$ cat src/rtl/dense_sched_if.sv
// dense_sched_if: request/grant, ROM address, MAC strobe and output handshake
// signals between the dense-layer scheduler and the surrounding datapath.
interface dense_sched_if;
    logic [2:0]  req;
    logic [2:0]  gnt;
    logic [2:0]  done;
    logic [11:0] w_addr;
    logic [5:0]  b_addr;
    logic [6:0]  in_idx;
    logic        mac_clr;
    logic        mac_en;
    logic        out_valid;
    logic [6:0]  out_idx;
    logic        out_ready;

    modport master (
        input  req, out_ready,
        output gnt, done, w_addr, b_addr, in_idx, mac_clr, mac_en, out_valid, out_idx
    );

    modport slave (
        output req, out_ready,
        input  gnt, done, w_addr, b_addr, in_idx, mac_clr, mac_en, out_valid, out_idx
    );
endinterface

$ cat src/rtl/dense_sched.sv
// dense_sched: arbiter and neuron sequencer for the shared dense-layer MAC.
// Grants one of three layer requesters, walks its neurons issuing bias, weight
// and input addresses aligned to a one-cycle ROM read, and hands each finished
// neuron to the activation stage over a valid/ready handshake.
// Build option: define DENSE_SCHED_RR_EN for round-robin arbitration; without
// it arbitration is fixed priority req[0] > req[1] > req[2].
module dense_sched #(
    parameter int MAC_LAT  = 2,
    parameter int L0_NIN   = 42,
    parameter int L0_NOUT  = 24,
    parameter int L1_NIN   = 24,
    parameter int L1_NOUT  = 1,
    parameter int L2_NIN   = 96,
    parameter int L2_NOUT  = 22,
    parameter int L0_WBASE = 0,
    parameter int L1_WBASE = 1008,
    parameter int L2_WBASE = 1032,
    parameter int L0_BBASE = 0,
    parameter int L1_BBASE = 24,
    parameter int L2_BBASE = 25
) (
    input logic           clk,
    input logic           rst,
    dense_sched_if.master bus
);

    typedef enum logic [2:0] {S_IDLE, S_LOAD, S_MAC, S_DRAIN, S_EMIT} state_t;

    state_t      state_q, state_d;
    logic [1:0]  lay_q, lay_d;
    logic [6:0]  i_q, i_d;
    logic [6:0]  j_q, j_d;
    logic [3:0]  d_q, d_d;
    logic [2:0]  gnt_q, gnt_d;
    logic [2:0]  done_q, done_d;
    logic [11:0] w_addr_q, w_addr_d;
    logic [5:0]  b_addr_q, b_addr_d;
    logic [6:0]  in_idx_q, in_idx_d;
    logic        mac_clr_q, mac_clr_d;
    logic        mac_en_q, mac_en_d;
    logic        out_valid_q, out_valid_d;
    logic [6:0]  out_idx_q, out_idx_d;
    logic [1:0]  win;

    function automatic logic [6:0] nin_of(input logic [1:0] l);
        case (l)
            2'd0:    return 7'(L0_NIN);
            2'd1:    return 7'(L1_NIN);
            default: return 7'(L2_NIN);
        endcase
    endfunction

    function automatic logic [6:0] nout_of(input logic [1:0] l);
        case (l)
            2'd0:    return 7'(L0_NOUT);
            2'd1:    return 7'(L1_NOUT);
            default: return 7'(L2_NOUT);
        endcase
    endfunction

    function automatic logic [11:0] wbase_of(input logic [1:0] l);
        case (l)
            2'd0:    return 12'(L0_WBASE);
            2'd1:    return 12'(L1_WBASE);
            default: return 12'(L2_WBASE);
        endcase
    endfunction

    function automatic logic [5:0] bbase_of(input logic [1:0] l);
        case (l)
            2'd0:    return 6'(L0_BBASE);
            2'd1:    return 6'(L1_BBASE);
            default: return 6'(L2_BBASE);
        endcase
    endfunction

`ifdef DENSE_SCHED_RR_EN
    logic [1:0] ptr_q, ptr_d;

    // First requester found scanning upward from the pointer, wrapping 2 -> 0.
    function automatic logic [1:0] rr_pick(input logic [2:0] r, input logic [1:0] p);
        logic [2:0] rot;
        logic [1:0] off;
        logic [2:0] s;
        case (p)
            2'd1:    rot = {r[0], r[2], r[1]};
            2'd2:    rot = {r[1], r[0], r[2]};
            default: rot = r;
        endcase
        off = rot[0] ? 2'd0 : (rot[1] ? 2'd1 : 2'd2);
        s   = {1'b0, p} + {1'b0, off};
        if (s >= 3'd3) s = s - 3'd3;
        return s[1:0];
    endfunction

    assign win = rr_pick(bus.req, ptr_q);

    // Pointer moves to the layer after each newly granted one.
    always_comb begin
        ptr_d = ptr_q;
        if (state_q == S_IDLE && (|bus.req)) ptr_d = (win == 2'd2) ? 2'd0 : win + 2'd1;
    end

    // Round-robin pointer register.
    always_ff @(posedge clk or posedge rst) begin
        if (rst) ptr_q <= 2'd0;
        else     ptr_q <= ptr_d;
    end
`else
    assign win = bus.req[0] ? 2'd0 : (bus.req[1] ? 2'd1 : 2'd2);
`endif

    // Next state and registered outputs; addresses hold outside their phase.
    always_comb begin
        state_d     = state_q;
        lay_d       = lay_q;
        i_d         = i_q;
        j_d         = j_q;
        d_d         = d_q;
        gnt_d       = gnt_q;
        done_d      = 3'd0;
        w_addr_d    = w_addr_q;
        b_addr_d    = b_addr_q;
        in_idx_d    = in_idx_q;
        mac_clr_d   = 1'b0;
        mac_en_d    = 1'b0;
        out_valid_d = out_valid_q;
        out_idx_d   = out_idx_q;
        unique case (state_q)
            S_IDLE: begin
                if (|bus.req) begin
                    lay_d    = win;
                    gnt_d    = 3'b001 << win;
                    i_d      = 7'd0;
                    b_addr_d = bbase_of(win);
                    state_d  = S_LOAD;
                end
            end
            S_LOAD: begin
                // Bias word arrives next cycle, together with the clear strobe.
                mac_clr_d = 1'b1;
                j_d       = 7'd0;
                w_addr_d  = wbase_of(lay_q) + {5'd0, i_q};
                in_idx_d  = 7'd0;
                state_d   = S_MAC;
            end
            S_MAC: begin
                // Accumulate strobe trails the address by the ROM read latency.
                mac_en_d = 1'b1;
                if (j_q == nin_of(lay_q) - 7'd1) begin
                    d_d     = 4'd0;
                    state_d = S_DRAIN;
                end else begin
                    j_d      = j_q + 7'd1;
                    w_addr_d = w_addr_q + {5'd0, nout_of(lay_q)};
                    in_idx_d = j_q + 7'd1;
                end
            end
            S_DRAIN: begin
                if (d_q == 4'(MAC_LAT)) begin
                    out_valid_d = 1'b1;
                    out_idx_d   = i_q;
                    state_d     = S_EMIT;
                end else begin
                    d_d = d_q + 4'd1;
                end
            end
            S_EMIT: begin
                if (bus.out_ready) begin
                    out_valid_d = 1'b0;
                    if (i_q == nout_of(lay_q) - 7'd1) begin
                        done_d  = gnt_q;
                        gnt_d   = 3'd0;
                        state_d = S_IDLE;
                    end else begin
                        i_d      = i_q + 7'd1;
                        b_addr_d = bbase_of(lay_q) + 6'(i_q + 7'd1);
                        state_d  = S_LOAD;
                    end
                end
            end
            default: state_d = S_IDLE;
        endcase
    end

    // State and output registers, cleared asynchronously.
    always_ff @(posedge clk or posedge rst) begin
        if (rst) begin
            state_q     <= S_IDLE;
            lay_q       <= 2'd0;
            i_q         <= 7'd0;
            j_q         <= 7'd0;
            d_q         <= 4'd0;
            gnt_q       <= 3'd0;
            done_q      <= 3'd0;
            w_addr_q    <= 12'd0;
            b_addr_q    <= 6'd0;
            in_idx_q    <= 7'd0;
            mac_clr_q   <= 1'b0;
            mac_en_q    <= 1'b0;
            out_valid_q <= 1'b0;
            out_idx_q   <= 7'd0;
        end else begin
            state_q     <= state_d;
            lay_q       <= lay_d;
            i_q         <= i_d;
            j_q         <= j_d;
            d_q         <= d_d;
            gnt_q       <= gnt_d;
            done_q      <= done_d;
            w_addr_q    <= w_addr_d;
            b_addr_q    <= b_addr_d;
            in_idx_q    <= in_idx_d;
            mac_clr_q   <= mac_clr_d;
            mac_en_q    <= mac_en_d;
            out_valid_q <= out_valid_d;
            out_idx_q   <= out_idx_d;
        end
    end

    assign bus.gnt       = gnt_q;
    assign bus.done      = done_q;
    assign bus.w_addr    = w_addr_q;
    assign bus.b_addr    = b_addr_q;
    assign bus.in_idx    = in_idx_q;
    assign bus.mac_clr   = mac_clr_q;
    assign bus.mac_en    = mac_en_q;
    assign bus.out_valid = out_valid_q;
    assign bus.out_idx   = out_idx_q;

endmodule

$ cat src/flat_wrapper.sv
// flat-port wrapper written by rule: the top's interface ports become plain ports
module dense_sched_flat 
#(
    parameter int MAC_LAT  = 2,
    parameter int L0_NIN   = 42,
    parameter int L0_NOUT  = 24,
    parameter int L1_NIN   = 24,
    parameter int L1_NOUT  = 1,
    parameter int L2_NIN   = 96,
    parameter int L2_NOUT  = 22,
    parameter int L0_WBASE = 0,
    parameter int L1_WBASE = 1008,
    parameter int L2_WBASE = 1032,
    parameter int L0_BBASE = 0,
    parameter int L1_BBASE = 24,
    parameter int L2_BBASE = 25
)
  (clk, rst, bus_req, bus_out_ready, bus_gnt, bus_done, bus_w_addr, bus_b_addr, bus_in_idx, bus_mac_clr, bus_mac_en, bus_out_valid, bus_out_idx);
  dense_sched_if bus_i ();
  input logic clk;
  input logic rst;
  input wire logic [$bits(bus_i.req)-1:0] bus_req;
  input wire logic [$bits(bus_i.out_ready)-1:0] bus_out_ready;
  output wire logic [$bits(bus_i.gnt)-1:0] bus_gnt;
  output wire logic [$bits(bus_i.done)-1:0] bus_done;
  output wire logic [$bits(bus_i.w_addr)-1:0] bus_w_addr;
  output wire logic [$bits(bus_i.b_addr)-1:0] bus_b_addr;
  output wire logic [$bits(bus_i.in_idx)-1:0] bus_in_idx;
  output wire logic [$bits(bus_i.mac_clr)-1:0] bus_mac_clr;
  output wire logic [$bits(bus_i.mac_en)-1:0] bus_mac_en;
  output wire logic [$bits(bus_i.out_valid)-1:0] bus_out_valid;
  output wire logic [$bits(bus_i.out_idx)-1:0] bus_out_idx;
  assign bus_i.req = bus_req;
  assign bus_i.out_ready = bus_out_ready;
  assign bus_gnt = bus_i.gnt;
  assign bus_done = bus_i.done;
  assign bus_w_addr = bus_i.w_addr;
  assign bus_b_addr = bus_i.b_addr;
  assign bus_in_idx = bus_i.in_idx;
  assign bus_mac_clr = bus_i.mac_clr;
  assign bus_mac_en = bus_i.mac_en;
  assign bus_out_valid = bus_i.out_valid;
  assign bus_out_idx = bus_i.out_idx;
  dense_sched #(.MAC_LAT(MAC_LAT), .L0_NIN(L0_NIN), .L0_NOUT(L0_NOUT), .L1_NIN(L1_NIN), .L1_NOUT(L1_NOUT), .L2_NIN(L2_NIN), .L2_NOUT(L2_NOUT), .L0_WBASE(L0_WBASE), .L1_WBASE(L1_WBASE), .L2_WBASE(L2_WBASE), .L0_BBASE(L0_BBASE), .L1_BBASE(L1_BBASE), .L2_BBASE(L2_BBASE)) u_core (.clk(clk), .rst(rst), .bus(bus_i));
endmodule
$ cat config.mk
export PLATFORM = sky130hd
export DESIGN_NAME = dense_sched_flat
export DESIGN_NICKNAME = d
export VERILOG_FILES = /design/src/rtl/dense_sched_if.sv /design/src/rtl/dense_sched.sv /design/src/flat_wrapper.sv
export SDC_FILE = /design/constraint.sdc
export NUM_CORES = 1
export LEC_CHECK = 0
export CAP_MARGIN = 10
export CORE_MARGIN = 4
export CORE_UTILIZATION = 60
export CTS_CLUSTER_SIZE = 10
export DETAILED_ROUTE_END_ITERATION = 7
export PLACE_DENSITY_LB_ADDON = 0.2
export SLEW_MARGIN = 20
export SYNTH_ARGS = -nofsm -noshare
export SYNTH_HDL_FRONTEND = slang
export SYNTH_SLANG_ARGS = --single-unit
$ cat constraint.sdc
create_clock -name clk -period 4.7 [get_ports clk]
set_input_delay 0.94 -clock clk [delete_from_list [all_inputs] [get_ports clk]]
set_output_delay 0.94 -clock clk [all_outputs]
set_load 0.01 [all_outputs]
# Word-level counts from Yosys, hierarchy flattened
# Index checks and enable logic that the tools add are counted.
totals:
  regBits: 57
  inputBits: 6
  out_inout_bits: 41
  wordCells: 104
classes:
  addsub: 8
  eq_ne: 17
  shifts: 1
  n_mux: 49
  reduce_logical: 16
ops:
  columns: ["cell", "n"]
  rows:
  - ["7-bit two-way mux", 9]
  - ["7-bit case mux with 2 select lines", 3]
  - ["6-bit two-way mux", 6]
  - ["3-bit two-way mux", 10]
  - ["5-bit case mux with 2 select lines", 3]
  - ["12-bit by 7-bit adder with 12-bit output", 2]
  - ["12-bit two-way mux", 2]
  - ["12-bit case mux with 2 select lines", 1]
  - ["11-bit case mux with 2 select lines", 1]
  - ["3-bit case mux with 5 select lines", 1]
  - ["7-bit by 1-bit adder with 7-bit output (second input constant)", 2]
  - ["7-bit equality test", 2]
  - ["7-bit by 1-bit subtractor with 7-bit output (second input constant)", 2]
  - ["6-bit case mux with 2 select lines", 1]
  - ["4-bit AND reduction", 3]
  - ["4-bit two-way mux", 2]
  - ["2-bit by 1-bit != test with 1-bit output (second input constant)", 4]
  - ["2-bit != test (second input constant)", 4]
  - ["4-bit case mux with 2 select lines", 1]
  - ["2-bit nonzero test", 4]
  - ["6-bit adder", 1]
  - ["3-bit by 2-bit equality test with 1-bit output (second input constant)", 2]
  - ["3-bit case mux with 2 select lines", 1]
  - ["2-bit AND reduction", 3]
  - ["13 further kinds", 21]

# Depth between registers and ports, before layout
depth:
  depth_word: 13
  ltp_mapped: 10
  ltp_nobuf: 9

# Worst setup path after synthesis
# No wires, ideal clock.
synth_path:
  path_type: "register to register"
  start: "reg u_core.lay_q[1]"
  end: "reg u_core.w_addr_q[6] (netlist: u_core.bus.w_addr[6])"
  setup_ns: 0.127
  arrival_time_ns: 2.255
  slack_ns: 2.318
  path_stages_with_launch: 11
  path_buffers: 1
  period_less_slack_ns: 2.382
  path_cell_list: "dfrtp_1 -> nand2b_1 -> buf_6 -> inv_1 -> ha_1 -> ha_1 -> o21a_1 -> o221a_1 -> o21ai_0 -> a22oi_1 -> o2bb2a_1"
synth_between:
  elab_chain_len: 7
  elab_cells_between_ends: 17
  classes_between: "add/sub (3); eq/ne (3); mux (9); reduce/logical (2)"
synth_rtl:
  columns: ["item", "line", "source"]
  rows:
  - ["from (decl)", "dense_sched.sv:30", "logic [1:0] lay_q, lay_d;"]
  - ["from (signal assigned)", "dense_sched.sv:205", "lay_q <= lay_d;"]
  - ["2-bit by 1-bit equality test with 1-bit output / 2-bit logical NOT (equally long branches)", "dense_sched.sv:46, dense_sched.sv:54, dense_sched.sv:62", null]
  - ["5-bit case mux with 2 select lines / 7-bit case mux with 2 select lines (equally long branches)", "dense_sched.sv:54, dense_sched.sv:46", null]
  - ["7-bit two-way mux, on equally long branches", "dense_sched.sv:150, dense_sched.sv:129", null]
  - ["7-bit two-way mux / 7-bit by 1-bit subtractor with 7-bit output (equally long branches)", "dense_sched.sv:129, dense_sched.sv:150", null]
  - ["12-bit by 7-bit adder with 12-bit output / 7-bit equality test (equally long branches)", "dense_sched.sv:155, dense_sched.sv:150", null]
  - ["12-bit two-way mux / 2-bit != test (equally long branches)", null, null]
  - ["12-bit case mux with 2 select lines / 2-bit AND reduction (equally long branches)", null, null]
  - ["to (signal assigned)", "dense_sched.sv:211", "w_addr_q <= w_addr_d;"]
  - ["to (decl)", "dense_sched.sv:36", "logic [11:0] w_addr_q, w_addr_d;"]
# Parallel ways exist; a longest one is shown, timed or not. The select of a mux whose other input is x is not followed.
# A chain may end at the register's enable or synchronous reset.

# Final worst setup path
# Same ends and word-level chain as after synthesis.

==> results.toml <==
[clock_network]
insertion_delay_ns = 0.34
path_clk_slew_ns = 0.06
clockBufferDepth = 2
htreeDepth = 3
cts_root_buf = "clkbuf_8"
cts_hold_buf = 0
ctsResizeCount = 0
cts_tree = "done"
clkSinkCount = 57
cts_made_buffers = 9
postCtsSetupBuffers = 0

[worst_setup_path]
max_stage_delay_ns = 0.72
cp.arrival_ns = 3.39
path_buf_inv = 1
worstPathRequired_ns = 4.92
worstSetupStartpointType = "flop"
rrSetupSlack_ns = 1.54
critPathMostFrequentCell = "ha_1"
rr_endpoint = "u_core.bus.w_addr[6]"
crit_path_top_delay_cell = "dfrtp_1"
critPathKind = "reg -> reg"
ff2ff_path_depth = 9
r2r_start = "u_core.lay_q[1]"
endpoint_kind = "flop"
path_delay_family = "compound AO/OA/AOI/OAI gates"
crit_fanout = 17
path_cells = "nand2b_1, inv_1, ha_1, ha_1, o21a_1, o221a_1, o21ai_0, a22oi_1, o2bb2a_1"

[drt]
routed_wl_um = 8470
vias = 2987
avgViaCountPerCell = 6.44
first_iter_violations = 151
drc = 0
drtPass1Iterations = 5
wl_per_cell_um = 18.3
postRouteAntennaNets = 0

[layout]
layout_commonest_cell = "dfrtp_1"
antenna_cells = 0
final_nets = 413
layout_common_cells = "dfrtp_1, clkdlybuf4s50_1, nand2_1"
syn2layout_area_growth_pct = 18.6
drive_gt1_share_pct = 10.5
n_fill_cell = 390

[sta]
tns_ns = 0
timing.fmax_ghz = 0.316
final-setup-viol-count = 0
layout_setup_ws_ns = 1.54
rsz0062_at_grt = "false"
fin_skew_ns = 0.00753
tightest_slew_ns = 0.722
finalHoldViolations = 0
relSlewSlack_pct = 51.5
final.period_utilization_pct = 67.3
slew_violations = 0
fin_crit_ns = 3.16

[outcome]
status = "complete, no violations"

[global_route]
grt_max_degree = 35
grt-ovfl-total = 0
antenna_found_initial = 0
grt_pass1_wl_um = 14300
grt_pass1_vias = 2927
grt_usage_pct = 24.9

[synth]
ys.flop_type = "dfrtp_1"
synth_compound_area_share_pct = 21.3
synth_area_per_cell_um2 = 10.2
ys_seq_area_share_pct = 40.7
synth_xor_xnor_area_share_pct = 4.00
netlist_instances = 344
synth_fa_ha_area_share_pct = 7.00
synth.net_count = 369
syn_area_mm2 = 0.00350
synth_cell_types = 73
yosysTopAreaCell = "dfrtp_1"
synth.area.top_cells = "dfrtp_1, ha_1, xor2_1"
synth_top_family_by_area = "compound AO/OA/AOI/OAI gates"
synth_top_cell_area_share_pct = 40.7
yosys_warnings = 0
synthArstFlopShare_pct = 100
synth_edf_count = 0
synth-simple-area-share_pct = 17.2
synth_mux_area_share_pct = 5.07
ys_ff_latch = 57

[job]
drv_cap = 0

[floorplanning]
fp-row-count = 27
dieArea_mm2 = 0.00713
die_x_um = 84.4
core_area_mm2 = 0.00557
die_h_um = 84.4
ios = 47
initial_core_util_pct = 62.9

[power_and_ir_drop]
power.density_mw_per_mm2 = 615
ir_drop_v = 0.000314
leakage_nw = 1.88

[hold_path]
hp-class = "reg -> reg"
hold_depth = 2
min_from = "u_core.bus.out_idx[0]"
holdPathEnd = "u_core.bus.out_idx[0]"

[placed_design]
hpwl_um = 5910
port_buffers = 46
place_congestion = 0.865
dp_worst_setup_slack_ns = 1.61
-- worst max path at each step --
stage | start | endpoint | slack [ns] | cells after the start
after floorplan | u_core.lay_q[1] | u_core.bus.w_addr[6] | 2.32 | 10
after global placement | u_core.lay_q[1] | u_core.bus.w_addr[6] | 1.76 | 9
after detailed placement | u_core.lay_q[1] | u_core.bus.w_addr[6] | 1.61 | 9
after CTS | u_core.lay_q[1] | u_core.bus.w_addr[6] | 1.60 | 9
after global routing | u_core.lay_q[1] | u_core.bus.w_addr[6] | 1.37 | 9
final | u_core.lay_q[1] | u_core.bus.w_addr[6] | 1.54 | 9
-- report_power, final --
group          leakage, nW  internal [W]  total [W]  switching, W
Sequential           0.740      0.000628   0.000817      0.000189
Combinational         1.04      0.000608    0.00127      0.000666
Clock                0.102      0.000269   0.000465      0.000196
Total                 1.88       0.00151    0.00256       0.00105
-- through the flow --
step	util, %	power, W	hold slack [ns]	cell area (um^2)	std cells
3_3_place_gp	71.0	0.00204	0.468	3960	449
2_1_floorplan	-	0.00171	0.501	3500	344
3_5_place_dp	71.0	0.00207	0.481	3960	449
6_report	74.5	0.00256	0.492	4150	464
5_1_grt	74.5	0.00273	0.525	4150	464
4_1_cts	74.5	0.00255	0.495	4150	464
-- state kept, by name (all words and copies together), names as in the netlist --
register	count
u_core.bus.w_addr	12
u_core.bus.out_idx	7
u_core.i_q	7
u_core.j_q	7
u_core.bus.b_addr	6
u_core.d_q	4
u_core.bus.done	3
u_core.bus.gnt	3
u_core.state_q	3
u_core.lay_q	2
u_core.bus.mac_clr	1
u_core.bus.mac_en	1
u_core.bus.out_valid	1
-- Yosys cell counts (3+ instances only) --
library cell and number:
o211ai_1 3, o21a_1 5, nand2b_1 5, or4_1 3, a21oi_1 14, mux2_2 6
buf_2 4, ha_1 18, nor3_1 9, and3_1 14, mux2i_1 5, xor2_1 11
inv_1 12, buf_6 5, or2_2 3, a21o_1 6, o21ai_0 17, nand4_1 4
a22o_1 10, dfrtp_1 57, nor2_1 16, nor2b_1 5, o2bb2ai_1 3, o31ai_1 4
or3_1 4, xnor2_1 5, nand3_1 15, nand2_1 21, o32a_1 3
-- worst register-to-register path, stage by stage, from the launching register on --
cell	delay [ns]
dfrtp_1	0.72
nand2b_1	0.41
inv_1	0.24
ha_1	0.27
ha_1	0.22
o21a_1	0.20
o221a_1	0.27
o21ai_0	0.31
a22oi_1	0.12
o2bb2a_1	0.31
-- kinds of logic (layout without fill, tap and decap cells) --
kind of cell,after synthesis,in the layout
adder cells (fa/ha/maj),19,19
XOR/XNOR,16,16
AO/OA/AOI/OAI,97,97
multiplexers,15,15
flip-flops,57,57
AND/OR/NAND/NOR,111,111
buffers and inverters,29,77
-- metal layers --
metal	up-vias	part of all wire (%)	global-route usage [%]
li1	1369	-	-
met1	1453	41	31.4
met2	140	49	41.1
met3	25	6.5	5.00
met4	0	3.0	11.8
met5	-	0	0
-- area by class of cell --
cell class / instances / area, um^2 / area share, %
clock buffer: 12 / 155 / 3.73
clock inverter: 3 / 40.0 / 0.964
inverter: 15 / 62.6 / 1.51
multi-input combinational: 258 / 1910 / 46.0
sequential: 57 / 1430 / 34.3
tap: 72 / 90.1 / 2.17
timing repair buffer: 47 / 468 / 11.3
Note: power is estimated with default switching activity, not from simulation.
